<file path="config.mk">
export PLATFORM = sky130hd
export DESIGN_NAME = dpram_port_arbiter
export DESIGN_NICKNAME = d
export VERILOG_FILES = /design/src/rtl/dpram_port_arbiter.sv
export SDC_FILE = /design/constraint.sdc
export NUM_CORES = 1
export LEC_CHECK = 0
export CELL_PAD_IN_SITES_DETAIL_PLACEMENT = 1
export CELL_PAD_IN_SITES_GLOBAL_PLACEMENT = 1
export CORE_ASPECT_RATIO = 0.8
export CORE_MARGIN = 1
export CORE_UTILIZATION = 30
export CTS_BUF_LIST = sky130_fd_sc_hd__clkbuf_16
export CTS_CLUSTER_DIAMETER = 120
export CTS_CLUSTER_SIZE = 24
export DETAILED_ROUTE_END_ITERATION = 16
export DONT_BUFFER_PORTS = 1
export PLACE_DENSITY_LB_ADDON = 0.1
export SETUP_SLACK_MARGIN = 0.4
export SLEW_MARGIN = 20
export SYNTH_ARGS = -nofsm -noshare
export SYNTH_HDL_FRONTEND = slang
export SYNTH_SLANG_ARGS = --single-unit
export TNS_END_PERCENT = 10
</file>
<file path="constraint.sdc">
create_clock -name clk -period 7 [get_ports clk]
set_input_delay 1.4 -clock clk [delete_from_list [all_inputs] [get_ports clk]]
set_output_delay 1.4 -clock clk [all_outputs]
set_load 0.05 [all_outputs]
</file>
<file path="src/rtl/dpram_port_arbiter.sv">
// dpram_port_arbiter
//   Owns one port of a single-clock simple dual-port RAM. After reset it can
//   fill the whole RAM with CLEAR_VAL. It then shares the port round-robin
//   between NREQ requesters, with at most one RAM access per clock.
//
// Ports
//   clk, reset          : clock and asynchronous active-high reset
//   req/we/addr/wdata   : per-requester request level, write strobe, packed
//                         address and write data (requester i uses slice i)
//   gnt                 : one-hot pulse, request accepted (1 cycle after req)
//   rvalid              : one-hot pulse, rdata valid (1 cycle after gnt)
//   rdata               : shared return data, a pass-through of ram_q
//   busy                : high while the clear sweep runs
//   ram_we/addr/d/q     : RAM port, where q is registered with write-first behaviour
module dpram_port_arbiter #(
  parameter int                aWidth         = 10,
  parameter int                dWidth         = 8,
  parameter int                NREQ           = 3,
  parameter int                CLEAR_ON_RESET = 1,
  parameter logic [dWidth-1:0] CLEAR_VAL      = {dWidth{1'b0}}
) (
  input  logic                   clk,
  input  logic                   reset,
  input  logic [NREQ-1:0]        req,
  input  logic [NREQ-1:0]        we,
  input  logic [NREQ*aWidth-1:0] addr,
  input  logic [NREQ*dWidth-1:0] wdata,
  output logic [NREQ-1:0]        gnt,
  output logic [NREQ-1:0]        rvalid,
  output logic [dWidth-1:0]      rdata,
  output logic                   busy,
  output logic                   ram_we,
  output logic [aWidth-1:0]      ram_addr,
  output logic [dWidth-1:0]      ram_d,
  input  logic [dWidth-1:0]      ram_q
);

  localparam int                PW        = (NREQ > 1) ? $clog2(NREQ) : 1;
  localparam logic [aWidth-1:0] LAST_ADDR = {aWidth{1'b1}};
  localparam logic [aWidth-1:0] ONE_A     = {{(aWidth-1){1'b0}}, 1'b1};
  localparam logic [NREQ-1:0]   ONE_N     = {{(NREQ-1){1'b0}}, 1'b1};
  localparam logic [PW-1:0]     LAST_REQ  = PW'(NREQ - 1);

  typedef enum logic [1:0] {
    ST_RST   = 2'd0,
    ST_CLEAR = 2'd1,
    ST_RUN   = 2'd2
  } state_t;

  state_t              state_q, state_d;
  logic [PW-1:0]       rr_q, rr_d;
  logic [aWidth-1:0]   cnt_q, cnt_d;
  logic [NREQ-1:0]     gnt_q, gnt_d;
  logic [NREQ-1:0]     rvalid_q, rvalid_d;
  logic                busy_q, busy_d;
  logic                ram_we_q, ram_we_d;
  logic [aWidth-1:0]   ram_addr_q, ram_addr_d;
  logic [dWidth-1:0]   ram_d_q, ram_d_d;

  logic [NREQ-1:0]     eligible_s;
  logic                found_s;
  logic [PW-1:0]       win_s;

  // Circular first-eligible search starting at the round-robin pointer.
  // A requester that holds gnt this cycle is masked so that one request
  // produces exactly one grant.
  always_comb begin : arb_search
    int            sum_v;
    logic [PW-1:0] idx_v;
    eligible_s = req & ~gnt_q;
    found_s    = 1'b0;
    win_s      = {PW{1'b0}};
    sum_v      = 0;
    idx_v      = {PW{1'b0}};
    for (int k = 0; k < NREQ; k++) begin
      sum_v   = int'(rr_q) + k;
      idx_v   = (sum_v >= NREQ) ? PW'(sum_v - NREQ) : PW'(sum_v);
      win_s   = (eligible_s[idx_v] && !found_s) ? idx_v : win_s;
      found_s = found_s | eligible_s[idx_v];
    end
  end

  // Next-state and next-output logic for the RST/CLEAR/RUN sequencer.
  always_comb begin
    state_d    = state_q;
    rr_d       = rr_q;
    cnt_d      = cnt_q;
    gnt_d      = {NREQ{1'b0}};
    rvalid_d   = gnt_q;
    busy_d     = 1'b0;
    ram_we_d   = 1'b0;
    ram_addr_d = ram_addr_q;
    ram_d_d    = ram_d_q;
    case (state_q)
      ST_RST: begin
        if (CLEAR_ON_RESET != 0) begin
          state_d    = ST_CLEAR;
          busy_d     = 1'b1;
          ram_we_d   = 1'b1;
          cnt_d      = {aWidth{1'b0}};
          ram_addr_d = {aWidth{1'b0}};
          ram_d_d    = CLEAR_VAL;
        end else begin
          state_d = ST_RUN;
        end
      end
      ST_CLEAR: begin
        // cnt_q is the address being written in this cycle.
        if (cnt_q == LAST_ADDR) begin
          state_d = ST_RUN;
        end else begin
          busy_d     = 1'b1;
          ram_we_d   = 1'b1;
          cnt_d      = cnt_q + ONE_A;
          ram_addr_d = cnt_q + ONE_A;
          ram_d_d    = CLEAR_VAL;
        end
      end
      ST_RUN: begin
        if (found_s) begin
          gnt_d      = ONE_N << win_s;
          ram_we_d   = we[win_s];
          ram_addr_d = addr[win_s*aWidth +: aWidth];
          ram_d_d    = wdata[win_s*dWidth +: dWidth];
          rr_d       = (win_s == LAST_REQ) ? {PW{1'b0}} : win_s + {{(PW-1){1'b0}}, 1'b1};
        end else begin
          gnt_d = {NREQ{1'b0}};
        end
      end
      default: begin
        state_d = ST_RST;
      end
    endcase
  end

  // State and registered outputs. Reset aborts any sweep or in-flight access.
  always_ff @(posedge clk or posedge reset) begin
    if (reset) begin
      state_q    <= ST_RST;
      rr_q       <= {PW{1'b0}};
      cnt_q      <= {aWidth{1'b0}};
      gnt_q      <= {NREQ{1'b0}};
      rvalid_q   <= {NREQ{1'b0}};
      busy_q     <= 1'b0;
      ram_we_q   <= 1'b0;
      ram_addr_q <= {aWidth{1'b0}};
      ram_d_q    <= {dWidth{1'b0}};
    end else begin
      state_q    <= state_d;
      rr_q       <= rr_d;
      cnt_q      <= cnt_d;
      gnt_q      <= gnt_d;
      rvalid_q   <= rvalid_d;
      busy_q     <= busy_d;
      ram_we_q   <= ram_we_d;
      ram_addr_q <= ram_addr_d;
      ram_d_q    <= ram_d_d;
    end
  end

  assign gnt      = gnt_q;
  assign rvalid   = rvalid_q;
  assign busy     = busy_q;
  assign ram_we   = ram_we_q;
  assign ram_addr = ram_addr_q;
  assign ram_d    = ram_d_q;
  assign rdata    = ram_q;

endmodule

</file>
# Word level (Yosys, flattened, before mapping)
# Index checks and enable logic that the tools add are counted.
[op_classes]
muxes = 30
n_reduce_logical = 11
addsub = 7
magnitude_cmp = 7
mul = 1
shifts = 3
eq_ne = 7
bitwise_logic = 5
[op_table]
columns = ["op", "n"]
rows = [
  ["one-hot mux 10 bit (3 select lines)", 1],
  ["variable part select 30 x 7 -> 10 bit", 1],
  ["one-hot mux 8 bit (3 select lines)", 1],
  ["variable part select 24 x 6 -> 8 bit", 1],
  ["2-to-1 mux 10 bit", 2],
  ["one-hot mux 10 bit (2 select lines)", 1],
  ["2-to-1 mux 2 bit", 8],
  ["2-to-1 mux 8 bit", 2],
  ["less-than comparator 2 x 3 -> 1 bit, second input constant", 4],
  ["adder 10 x 1 -> 10 bit, second input constant", 1],
  ["== test 10 bit, second input constant", 1],
  ["binary-select mux 1 bit (select 2 bit)", 4],
  [">= comparator 3 x 2 -> 1 bit, second input constant", 2],
  ["2-to-1 mux 1 bit", 6],
  ["2-to-1 mux 3 bit", 2],
  ["inequality test 2 bit, second input constant", 3],
  ["one-hot mux 2 bit (3 select lines)", 1],
  ["AND reduction 2 bit", 3],
  ["subtractor 2 bit, second input constant", 3],
  ["multiplier 2 x 3 -> 5 bit, second input constant", 1],
  ["== test 2 bit, second input constant", 2],
  ["adder 2 x 1 -> 3 bit, second input constant", 1],
  ["adder 2 x 2 -> 3 bit, second input constant", 1],
  ["AND 3 bit", 1],
  ["other kinds (15)", 18],
]
[totals]
register_bits = 40
wordCells = 80

# Logic depth before layout (Yosys ltp)
# Gate-level depths: netlist of run 1.
[depth]
word_depth = 13
ltp_mapped = 11
ltp_nobuf = 8

# Worst setup path before layout of run 1
# No wires, ideal clock.
[synth_timing]
path_kind = "input to register"
startpoint = "in req[0]"
endpoint = "reg ram_addr_q[5] (netlist: ram_addr[5])"
slack_ns = 3.964
setup_time_ns = 0.131
required_ns = 6.869
arrival_time_ns = 2.905
n_path_buf = 2
stages = 8
path_cell_list = "nor3b_1 -> a211o_1 -> or3_4 -> and2_4 -> buf_6 -> buf_6 -> o211ai_1 -> o211ai_1"
[synth_between]
elab_chain_len = 11
elab_cells_between_ends = 22
classes_between = "1 x mul; 1 x eq/ne; 1 x shift; 11 x mux; 3 x bitwise; 5 x reduce/logical"
[synth_rtl]
columns = ["item", "line_no", "source"]
rows = [
  ["start, declared", "24", "input logic [NREQ-1:0] req,"],
  ["AND 3 bit (*)", "70", "eligible_s = req & ~gnt_q;"],
  ["binary-select mux 1 bit (select 2 bit)", "78, 79", ""],
  ["2-to-1 mux 1 bit (implied by the code)", "78, 79", ""],
  ["logical NOT 1 bit or bitwise OR 1 bit (tied branches)", "78, 79", ""],
  ["logical AND 1 bit or logical NOT 1 bit (tied branches)", "78", "win_s = (eligible_s[idx_v] && !found_s) ? idx_v : win_s;"],
  ["2-to-1 mux 2 bit or logical AND 1 bit (tied branches)", "78", ""],
  ["2-to-1 mux 2 bit", "78", ""],
  ["multiplier 2 x 3 -> 5 bit", "123", "ram_addr_d = addr[win_s*aWidth +: aWidth];"],
  ["variable part select 30 x 7 -> 10 bit", "123", ""],
  ["2-to-1 mux 10 bit", "120", "if (found_s) begin"],
  ["one-hot mux 10 bit (3 select lines)", "94", "case (state_q)"],
  ["end signal, assigned", "146", "ram_addr_q <= {aWidth{1'b0}};"],
  ["end signal, assigned", "156", "ram_addr_q <= ram_addr_d;"],
  ["end, declared", "57", "logic [aWidth-1:0] ram_addr_q, ram_addr_d;"],
]
# Mark *: on every way between the ends. The rest lies on a longest branch, timed or not. The select of a mux whose other input is x is not followed.
# A chain may end at the register's enable or synchronous reset.

# Final worst setup path of run 1
[layout_timing]
startpoint = "in req[0]"
endpoint = "reg ram_addr_q[8] (netlist: ram_addr[8])"
# Same word-level chain as after synthesis.

==> summary.txt, run 1 <==
Floorplanning
  – Die W: 108 um
  – Row cnt: 30
  – Die area: 9360 sq um
  – Die height: 86.8 um
  – # IOs: 104
  – Initial Utilization: 31.3%
  – Core area: 8600 sq um

Yosys
  – Syn. warnings: 0
  – Syn Nets: 395
  – Synth Flop Type: dfrtp_1
  – Post-Synthesis Cells: 317
  – Post-synth ARST share: 100%
  – Synthesized flop and latch total: 40
  – Netlist cell types: 56
  – Synth Cell Area: 2690 sq um
  – Syn_area_per_cell: 8.50 sq um
  – EDFF count, synth: 0
  – Sequential share of the synthesized area: 37.2%

Timing
  – RSZ-0062 raised after global routing: no
  – Final setup viols: 0
  – Fmax: 0.331 GHz
  – Final Max Tran Viols: 0
  – Fin crit share: 43.2%
  – Skew final: 0.00458 ns
  – Hold Slack: 0.543 ns
  – Hold Fails Final Rpt: 0
  – Relative slew margins: 37.4%
  – Final min period: 3.02 ns
  – Setup TNS: 0 ns
  – Slew @ Worst Pin: 0.939 ns

Drt
  – Routed Wire Length: 8.44 mm
  – DR WL/cell: 20.5 um
  – Drt first pass iters: 4
  – Routed Antenna Nets: 0
  – DRC viols: 0
  – Via count: 2,302
  – Vias per inst: 5.59
  – Initial drt markers: 122

Critical path
  – Buffer and inverter count on the worst path: 1
  – Critical path required time: 7.20 ns
  – Slowest cell on crit path: or4b_1
  – Crit path top cell by count: o211ai_1
  – CP top delay family: simple AND/OR/NAND/NOR gates
  – CP peak stage delay: 0.46 ns
  – Worst path arrival time: 3.22 ns
  – Crit path kind: in2reg
  – CP startpoint kind: input pin
  – Crit-path max FO: 26
  – Kind of end point of the critical path: flop
  – Worst-path cell chain: or4b_1 > o2111ai_1 > o31ai_4 > buf_4 > nor2_1 > o211ai_1 > o211ai_1

Global route
  – Total congestion overflow: 0
  – GRT Total Usage: 18.8%
  – First-pass GRT wire length: 13.2 mm
  – Initial antenna violation count: 0
  – Largest net degree at the start of global routing: 41
  – Vias in the first global route: 2,336

Outcome
  – Status: finished, final reports clean

Pwr
  – Maximum vdd ir drop: 0.0704 mV
  – Power Dens Cells: 172 nW/um^2
  – Leakage: 1.15 nW

Finish
  – ANT cells: 0
  – Synthesis-to-finish area growth: 5.16%
  – Nets@finish: 377
  – Share of cells above drive strength 1: 7.00%
  – Final Core Density: 33.0%
  – Most common cell after layout, fill and taps aside: dfrtp_1
  – Most frequent cells in the layout: dfrtp_1 (40), o21ai_0 (32), nand2_1 (30), nand3_1 (30), and3_1 (18)

Placed design
  – Gpl congestion: 0.749
  – Post-DP HPWL: 6.17 mm
  – I/O Buffers: 0

Clocking
  – Clk root buf: clkbuf_16
  – Hold_buf cts: 0
  – Post_cts resized: 0
  – Clock Sinks: 40
  – Worst-skew pair later-pin latency: 0.29 ns
  – CTS Buf Count: 5
  – Buffer count from post-CTS setup fixing: 0
  – CTS tree: built
  – CTS Buffer Depth: 2
  – H-tree depth: 2
  – Reg clk slew, reported paths: 0.06 ns

Min path
  – Min-delay worst type: reg2reg

Job
  – Max_cap viols: 0
==> sequential cells by signal (all words and copies together), names as in the netlist <==
signal,cells
busy,1
rr_q,2
cnt_q,10
rvalid,3
ram_d,8
state_q,2
ram_addr,10
ram_we,1
gnt,3
==> layer usage <==
layer  part of all wire (%)  wire length (um)  vias up  global-route usage, %
met4                   0.90                76        0                   4.86
met1                     50              4200     1120                   27.3
li1                       -                 -     1107                      -
met5                      0                 0        -                      0
met2                     42              3580       67                   27.3
met3                    6.9               584        8                   5.19
==> final timing paths <==
| check | end | from | cells past startpoint | slack [ns] |
|---|---|---|---|---|
| max in group asynchronous | cnt_q[8] | reset | 2 | 5.47 |
| min | rr_q[0] | rr_q[0] | 2 | 0.54 |
| min in group asynchronous | rvalid[0] | reset | 2 | 1.13 |
| max | ram_addr[8] | req[0] | 7 | 3.98 |
| min reg2reg | rr_q[0] | rr_q[0] | 2 | 0.54 |
| max reg2reg | ram_addr[8] | rr_q[0] | 9 | 4.09 |
==> worst reg2reg max path, delay by kind of cell (launching register included) <==
family | cells | cell delay, ns
buffers and inverters | 2 | 0.32
adder cells (fa/ha/maj) | 1 | 0.43
flip-flops | 1 | 0.38
AND/OR/NAND/NOR | 2 | 1.05
AO/OA/AOI/OAI | 4 | 0.64
==> Yosys cell counts (3+ instances only) <==
library cell  number  share of area, %
o211ai_1          13               3.6
clkbuf_1          10               1.4
a21oi_1           12               2.2
buf_6              3               1.3
xor2_1             6               2.0
o21ai_0           32               5.9
ha_1               8               3.7
nand2b_1           5               1.2
nand3_1           30               5.6
o21ai_1           15               2.8
dfrtp_1           40                37
buf_2              3              0.56
nor3_1             4              0.74
and3_1            18               4.2
mux2i_1            3               1.1
buf_4             10               2.8
inv_1             11               1.5
a211o_1            3              0.98
nor2_1            12               1.7
nand2_1           30               4.2
==> area by class of cell <==
| cell class | count | area [sq um] |
|---|---|---|
| fillers | 1003 | 5760 |
| multi-input cells | 237 | 1490 |
| flip-flops and latches | 40 | 1000 |
| well taps | 112 | 140 |
| clock buffers | 5 | 125 |
| inverters | 12 | 45.0 |
| repair buffers | 3 | 22.5 |
| clock inverters | 3 | 11.3 |
==> cells by family (layout without fill, tap and decap cells) <==
group	after synthesis	in the layout	synth area share, %
and+or+nand+nor	121	121	24.2
AOI/OAI and AO/OA	96	96	22.9
DFF	40	40	37.2
buffers and inverters	40	23	7.94
adders and majority gates	8	8	3.72
xor gates and xnor gates	8	8	2.60
muxes	4	4	1.53
==> stage by stage <==
stage	setup WS, ns	power [mW]	area (sq um)	std cells
2_1_floorplan	3.96	0.273	2690	317
3_3_place_gp	3.72	0.268	2700	404
3_5_place_dp	3.69	0.268	2700	404
4_1_cts	3.98	0.497	2830	412
5_1_grt	3.84	0.510	2830	412
6_report	3.98	0.486	2830	412
==> report_power, final <==
group          total, mW  internal (mW)  switching, mW
clock              0.223          0.128         0.0942
combinational     0.0320         0.0114         0.0205
sequential         0.231          0.231              0
total              0.486          0.371          0.115
No activity file was read; power rests on OpenSTA's default activity.
==> run 2, diff against run 1 <==
Clock period 7 ns to 3.1 ns, I/O delays scaled along.
==> run 2 against run 1 <==
Compared with the run above:
- clock skew is 0.0018 ns higher
- flip-flop and latch count stayed put
- via count is 0.78% higher
- sequential power is 130% higher
- worst setup slack worse by 3.4 ns
- register-to-register slack worse by 3.5 ns
- cell count is 1.7% higher
- core utilization is 0.83 points higher
- total power is 130% higher
- routed wire length is 0.36% higher
- critical path depth is 1 higher
- sequential share of layout area is 0.87 points lower
- critical endpoint is now ram_addr[0]
- largest power group unchanged
==> summary.txt, run 2 (synthesized netlist as in run 1, its figures left out) <==
Outcome
  – Status: finished, final reports clean

Timing
  – Skew final: 0.00638 ns (+0.00180 ns)
  – Relative slew margins: 59.7% (+22 points)
  – Setup TNS: 0 ns (unchanged)
  – Final Max Tran Viols: 0 (unchanged)
  – Slew @ Worst Pin: 0.603 ns (-0.336 ns)
  – Hold Fails Final Rpt: 0 (unchanged)
  – Fmax: 0.391 GHz
  – Final min period: 2.56 ns
  – RSZ-0062 raised after global routing: yes
  – Fin crit share: 82.5%
  – Final setup viols: 0 (unchanged)

Pwr
  – Power Dens Cells: 380 nW/um^2 (+120%)
  – Leakage: 1.19 nW (+3.2%)
  – Maximum vdd ir drop: 0.204 mV (+190%)
  – Final Power: 1.10 mW (+130%)

Global route
  – M3 GR Usage: 6.62% (+1.4 points)
  – First-pass GRT wire length: 13.7 mm (+3.6%)
  – M2 GR Usage: 30.9% (+3.6 points)
  – Largest net degree at the start of global routing: 39 (-4.9%)
  – Most used routing layer: met2
  – Initial antenna violation count: 0 (unchanged)
  – GR Util met1: 25.6% (-1.7 points)
  – GRT Total Usage: 19.3% (+0.43 points)
  – Vias in the first global route: 2,470 (+5.7%)
  – Total congestion overflow: 0 (unchanged)

Drt
  – Vias per inst: 5.54 (-0.90%)
  – DR WL/cell: 20.2 um (-1.3%)
  – Initial drt markers: 114 (-6.6%)
  – Drt first pass iters: 4 (unchanged)
  – Via count: 2,320 (+0.78%)
  – Routed Wire Length: 8.47 mm (+0.36%)
  – Routed Antenna Nets: 0 (unchanged)
  – DRC viols: 0 (unchanged)

Finish
  – Share of cells above drive strength 1: 11.7% (+4.7 points)
  – Fill count: 1,026 (+2.3%)
  – Most common cell after layout, fill and taps aside: dfrtp_1
  – Post-route cell area: 2900 sq um (+2.5%)
  – Most frequent cells in the layout: dfrtp_1 (40), o21ai_0 (32), nand2_1 (30), nand3_1 (30), and3_1 (18)
  – ANT cells: 0 (unchanged)
  – Synthesis-to-finish area growth: 7.80%
  – Nets@finish: 384 (+1.9%)

Critical path
  – Reg2reg end: ram_addr[0]
  – Kind of end point of the critical path: flop
  – Worst r2r src: rr_q[0]
  – Crit-path max FO: 38 (+46%)
  – Worst path arrival time: 2.77 ns (-0.45 ns)
  – CP startpoint kind: flop
  – Crit path kind: reg2reg
  – Worst Reg2Reg Path Length in Cells: 8 (-1)
  – Internal reg-to-reg setup slack: 0.54 ns (-3.55 ns)
  – Critical path required time: 3.31 ns (-3.89 ns)

Placed design
  – I/O Buffers: 0 (unchanged)
  – Gpl congestion: 0.823 (+9.9%)
  – Cell Area, Placed: 2750 sq um (+1.9%)
  – Post-DP HPWL: 6.49 mm (+5.2%)

Floorplanning
  – Initial Utilization: 31.3% (unchanged)
  – Core area: 8600 sq um (unchanged)
  – Die W: 108 um (unchanged)
  – Die area: 9360 sq um (unchanged)
  – Row cnt: 30 (unchanged)
  – Die height: 86.8 um (unchanged)
  – # IOs: 104 (unchanged)

Clocking
  – Reg clk slew, reported paths: 0.06 ns (about the same)
  – Worst-skew pair later-pin latency: 0.28 ns (about the same)
  – CTS Buf Count: 5 (unchanged)
  – CTS Buffer Depth: 2 (unchanged)
  – CTS tree: built
  – Clock Sinks: 40 (unchanged)
  – Clk root buf: clkbuf_16
  – H-tree depth: 2 (unchanged)

Job
  – Max_cap viols: 0 (unchanged)

Min path
  – Min-delay worst type: in2async
[run 2: cell count changes in the layout (fill, tap and decap cells not counted), moves of 2 or more]
cell,change
buf_4,+7
clkinv_2,+2
nor2_1,-2
inv_1,-2
nor2_2,+2
[run 2: stage by stage]
stage / hold slack (ns) / cells / worst slack [ns] / utilization [%]
2_1_floorplan: 0.478 / 317 / 0.715 / -
3_3_place_gp: 0.507 / 411 / 0.394 / 32.0
3_5_place_dp: 0.521 / 411 / 0.293 / 32.0
4_1_cts: 0.370 / 419 / 0.375 / 33.6
5_1_grt: 0.329 / 419 / 0.366 / 33.8
6_report: 0.289 / 419 / 0.541 / 33.8
[run 2: layout make-up]
type                            count  area, sq um  share of cell area [%]
Clock buffer                        5          125                    4.31
Clock inverter                      3         13.8                   0.474
Inverter                           12         45.0                    1.55
Multi-Input combinational cell    237         1500                    51.8
Sequential cell                    40         1000                    34.5
Tap cell                          112          140                    4.83
Timing Repair Buffer               10         75.1                    2.59
[run 2: how the worst max path moves through the flow]
stage	startpoint	cells past startpoint	end
after floorplan	rr_q[0]	10	ram_addr[5]
after global placement	rr_q[0]	8	ram_we
after detailed placement	rr_q[0]	8	ram_addr[2]
after CTS	rr_q[0]	8	ram_addr[5]
after global routing	rr_q[0]	8	ram_addr[5]
final	rr_q[0]	8	ram_addr[0]
[run 2: critical path: stages, from the launching register on]
cell and delay, ns:
dfrtp_1 0.40, inv_1 0.09, ha_2 0.34, nor4bb_1 0.15, a211o_1 0.39, or3_4 0.43, and2_4 0.26, a311o_1 0.31
a21oi_2 0.11
[run 2: report_power, final]
group | internal (mW) | switching, mW | total [mW] | leakage, nW
Sequential | 0.522 | 0 | 0.522 | 0.524
Clock | 0.293 | 0.215 | 0.508 | 0.0710
Combinational | 0.0265 | 0.0462 | 0.0727 | 0.592
[run 2: what timing repair did]
item	4_1_cts	5_1_grt
buffers inserted	0	0
gates cloned	0	0
hold buffers	0	0
endpoints found under the setup margin	12	20
gates resized for setup	1	5
hold endpoints to repair	0	0
[run 2: per-layer routing]
layer | wire length, um | share of wire, %
met1 | 3940 | 46
met2 | 3920 | 46
met3 | 585 | 6.9
met4 | 30 | 0.35
met5 | 0 | 0
==> run 3, diff against run 2 <==
Clock period 3.1 ns to 2.2 ns, I/O delays scaled along.
==> run 3 against run 2 <==
Compared with the run above:
- the flow now finishes with violations (negative setup slack)
- routed wire length grew 13%
- maximum frequency rose by 6.7%
- combinational power rose by 84%
- cell count is 11% higher
- cell area is 17% higher
==> summary.txt, run 3 (synthesized netlist as in run 1, its figures left out) <==
Outcome
  – Violated checks: negative setup slack
  – Status: finished, violations left

Timing
  – Relative slew margins: 63.3% (+3.5 points)
  – Fmax: 0.417 GHz (+6.7%)
  – Hold Fails Final Rpt: 0 (unchanged)
  – Final Max Tran Viols: 0 (unchanged)
  – Slew @ Worst Pin: 0.551 ns (-0.0524 ns)
  – Skew final: 0.0102 ns (+0.00383 ns)
  – PnR worst setup slack: -0.197 ns (-0.738 ns)
  – Hold Slack: 0.164 ns (-0.124 ns)
  – Final min period: 2.40 ns (-0.162 ns)
  – Setup TNS: -3.52 ns (-3.52 ns)
  – Final setup viols: 24 (+24)
  – Fin crit share: 109% (+26 points)
  – RSZ-0062 raised after global routing: yes

Pwr
  – Psw: 399 uW (+52%)
  – P_int: 1.20 mW (+43%)
  – Power Dens Cells: 470 nW/um^2 (+24%)
  – Seq pwr share: 45.9% (-1.4 points)
  – Maximum vdd ir drop: 0.298 mV (+46%)
  – Combinational share of power: 8.4% (+1.8 points)
  – Leakage: 1.44 nW (+22%)
  – Clk pwr share: 45.7% (-0.4 points)
  – Net Sw Frac: 24.9% (+1.2 points)

Drt
  – Vias per inst: 5.49 (-0.80%)
  – Routed Wire Length: 9.57 mm (+13%)
  – Routed Antenna Nets: 0 (unchanged)
  – DR WL/cell: 20.7 um (+2.2%)
  – Drt first pass iters: 4 (unchanged)
  – Via count: 2,543 (+9.6%)
  – Initial drt markers: 124 (+8.8%)
  – DRC viols: 0 (unchanged)

Floorplanning
  – Core area: 8600 sq um (unchanged)
  – Die area: 9360 sq um (unchanged)
  – Die height: 86.8 um (unchanged)
  – Initial Utilization: 31.3% (unchanged)
  – Die W: 108 um (unchanged)
  – Row cnt: 30 (unchanged)
  – # IOs: 104 (unchanged)

Critical path
  – CP startpoint kind: flop
  – Crit-path max FO: 8 (-79%)
  – Crit path kind: reg2reg
  – Worst path arrival time: 2.61 ns (-0.16 ns)
  – Worst r2r src: rr_q[0]
  – Kind of end point of the critical path: flop
  – CP peak stage delay: 0.41 ns (-0.02 ns)
  – Worst Reg2Reg Path Length in Cells: 9 (+1)
  – Critical path required time: 2.42 ns (-0.89 ns)
  – Slowest cell on crit path: dfrtp_1
  – Crit. Startpoint: rr_q[0]
  – Worst-path cell chain: inv_2 > ha_4 > or3b_1 > a211o_1 > buf_6 > nor2_4 > o21ai_1 > a311o_1 > a21oi_2

Clocking
  – CTS tree: built
  – H-tree depth: 2 (unchanged)
  – Worst-skew pair later-pin latency: 0.29 ns (about the same)
  – CTS Buffer Depth: 2 (unchanged)
  – CTS Buf Count: 5 (unchanged)
  – Clock Sinks: 40 (unchanged)
  – Hold_buf cts: 0 (unchanged)
  – Clk root buf: clkbuf_16
  – Reg clk slew, reported paths: 0.06 ns (about the same)

Finish
  – Share of cells above drive strength 1: 27.1% (+15 points)
  – Most common cell after layout, fill and taps aside: buf_4
  – Synthesis-to-finish area growth: 26.6%
  – ANT cells: 0 (unchanged)
  – Nets@finish: 428 (+11%)
  – Most frequent cells in the layout: buf_4 (44), dfrtp_1 (39), nand2_1 (29), nand3_1 (29), o21ai_1 (23)
  – Fill count: 1,007 (-1.9%)

Job
  – Max_cap viols: 0 (unchanged)

Global route
  – Initial antenna violation count: 0 (unchanged)
  – Largest net degree at the start of global routing: 41 (+5.1%)
  – GRT Total Usage: 20.4% (+1.1 points)
  – First-pass GRT wire length: 14.3 mm (+3.9%)
  – Vias in the first global route: 2,553 (+3.4%)
  – Total congestion overflow: 0 (unchanged)

Min path
  – Min-delay worst type: in2async

Placed design
  – Gpl congestion: 0.835 (+1.5%)
  – Post-DP HPWL: 6.90 mm (+6.3%)
  – I/O Buffers: 0 (unchanged)
  – Post-place setup slack: -0.199 ns (-0.491 ns)
## run 3: cell types whose count changed in the layout (fill, tap and decap cells not counted), moves of 3 or more
cell,previous run,this run
buf_6,0,3
o21ai_1,15,23
o21ai_0,32,17
o21ai_2,0,7
buf_4,10,44
## run 3: path summary, 6_finish.rpt
| path | endpoint | slack (ns) |
|---|---|---|
| max in group asynchronous | rr_q[1] | 1.64 |
| worst max register to register | ram_addr[0] | -0.20 |
| worst min register to register | state_q[1] | 0.56 |
| min in group clk | ram_d[4] | 0.35 |
| worst max-delay path | ram_addr[0] | -0.20 |
| worst min-delay path | busy | 0.16 |
## run 3: per-layer routing
layer / global-route usage (%) / vias to the layer above / part of all wire, %
met4: 3.99 / 0 / 0.74
met1: 28.4 / 1252 / 48
met5: 0 / - / 0
li1: - / 1213 / -
met2: 30.1 / 71 / 43
met3: 7.22 / 7 / 8.0
## run 3: final cells by class
type | instances | area, sq um | share of cell area (%)
clock inverters | 3 | 11.3 | 0.330
flip-flops and latches | 40 | 1000 | 29.4
well taps | 112 | 140 | 4.11
multi-input cells | 239 | 1620 | 47.4
repair buffers | 52 | 469 | 13.8
inverters | 12 | 45.0 | 1.32
clock buffers | 5 | 125 | 3.67
## run 3: critical path, delay by kind of cell, from the launching register on
kind | cells | cell delay (ns)
AOI/OAI and AO/OA | 4 | 0.91
and+or+nand+nor | 2 | 0.57
DFF | 1 | 0.41
buffers and inverters | 2 | 0.22
adders and majority gates | 1 | 0.22
## run 3: power groups by stage
stage / combinational, mW / sequential, mW / clock [mW]
3_3_place_gp: 0.117 / 0.749 / 0
5_1_grt: 0.149 / 0.735 / 0.771
3_5_place_dp: 0.117 / 0.749 / 0
4_1_cts: 0.124 / 0.735 / 0.735
6_report: 0.134 / 0.735 / 0.732
2_1_floorplan: 0.119 / 0.749 / 0
## run 3: what timing repair did
action / 4_1_cts / 5_1_grt
cloned: 2 / 2
setup endpoints to repair: 25 / 33
pin swaps: 4 / 38
resized for setup: 10 / 32
buffers inserted: 2 / 3
## run 3: stage by stage
stage	instance area [sq um]	power (mW)	instances	util, %
2_1_floorplan	2710	0.869	317	-
3_3_place_gp	3040	0.867	446	35.3
3_5_place_dp	3040	0.866	446	35.3
4_1_cts	3250	1.59	458	37.8
5_1_grt	3410	1.65	463	39.7
6_report	3410	1.60	463	39.7
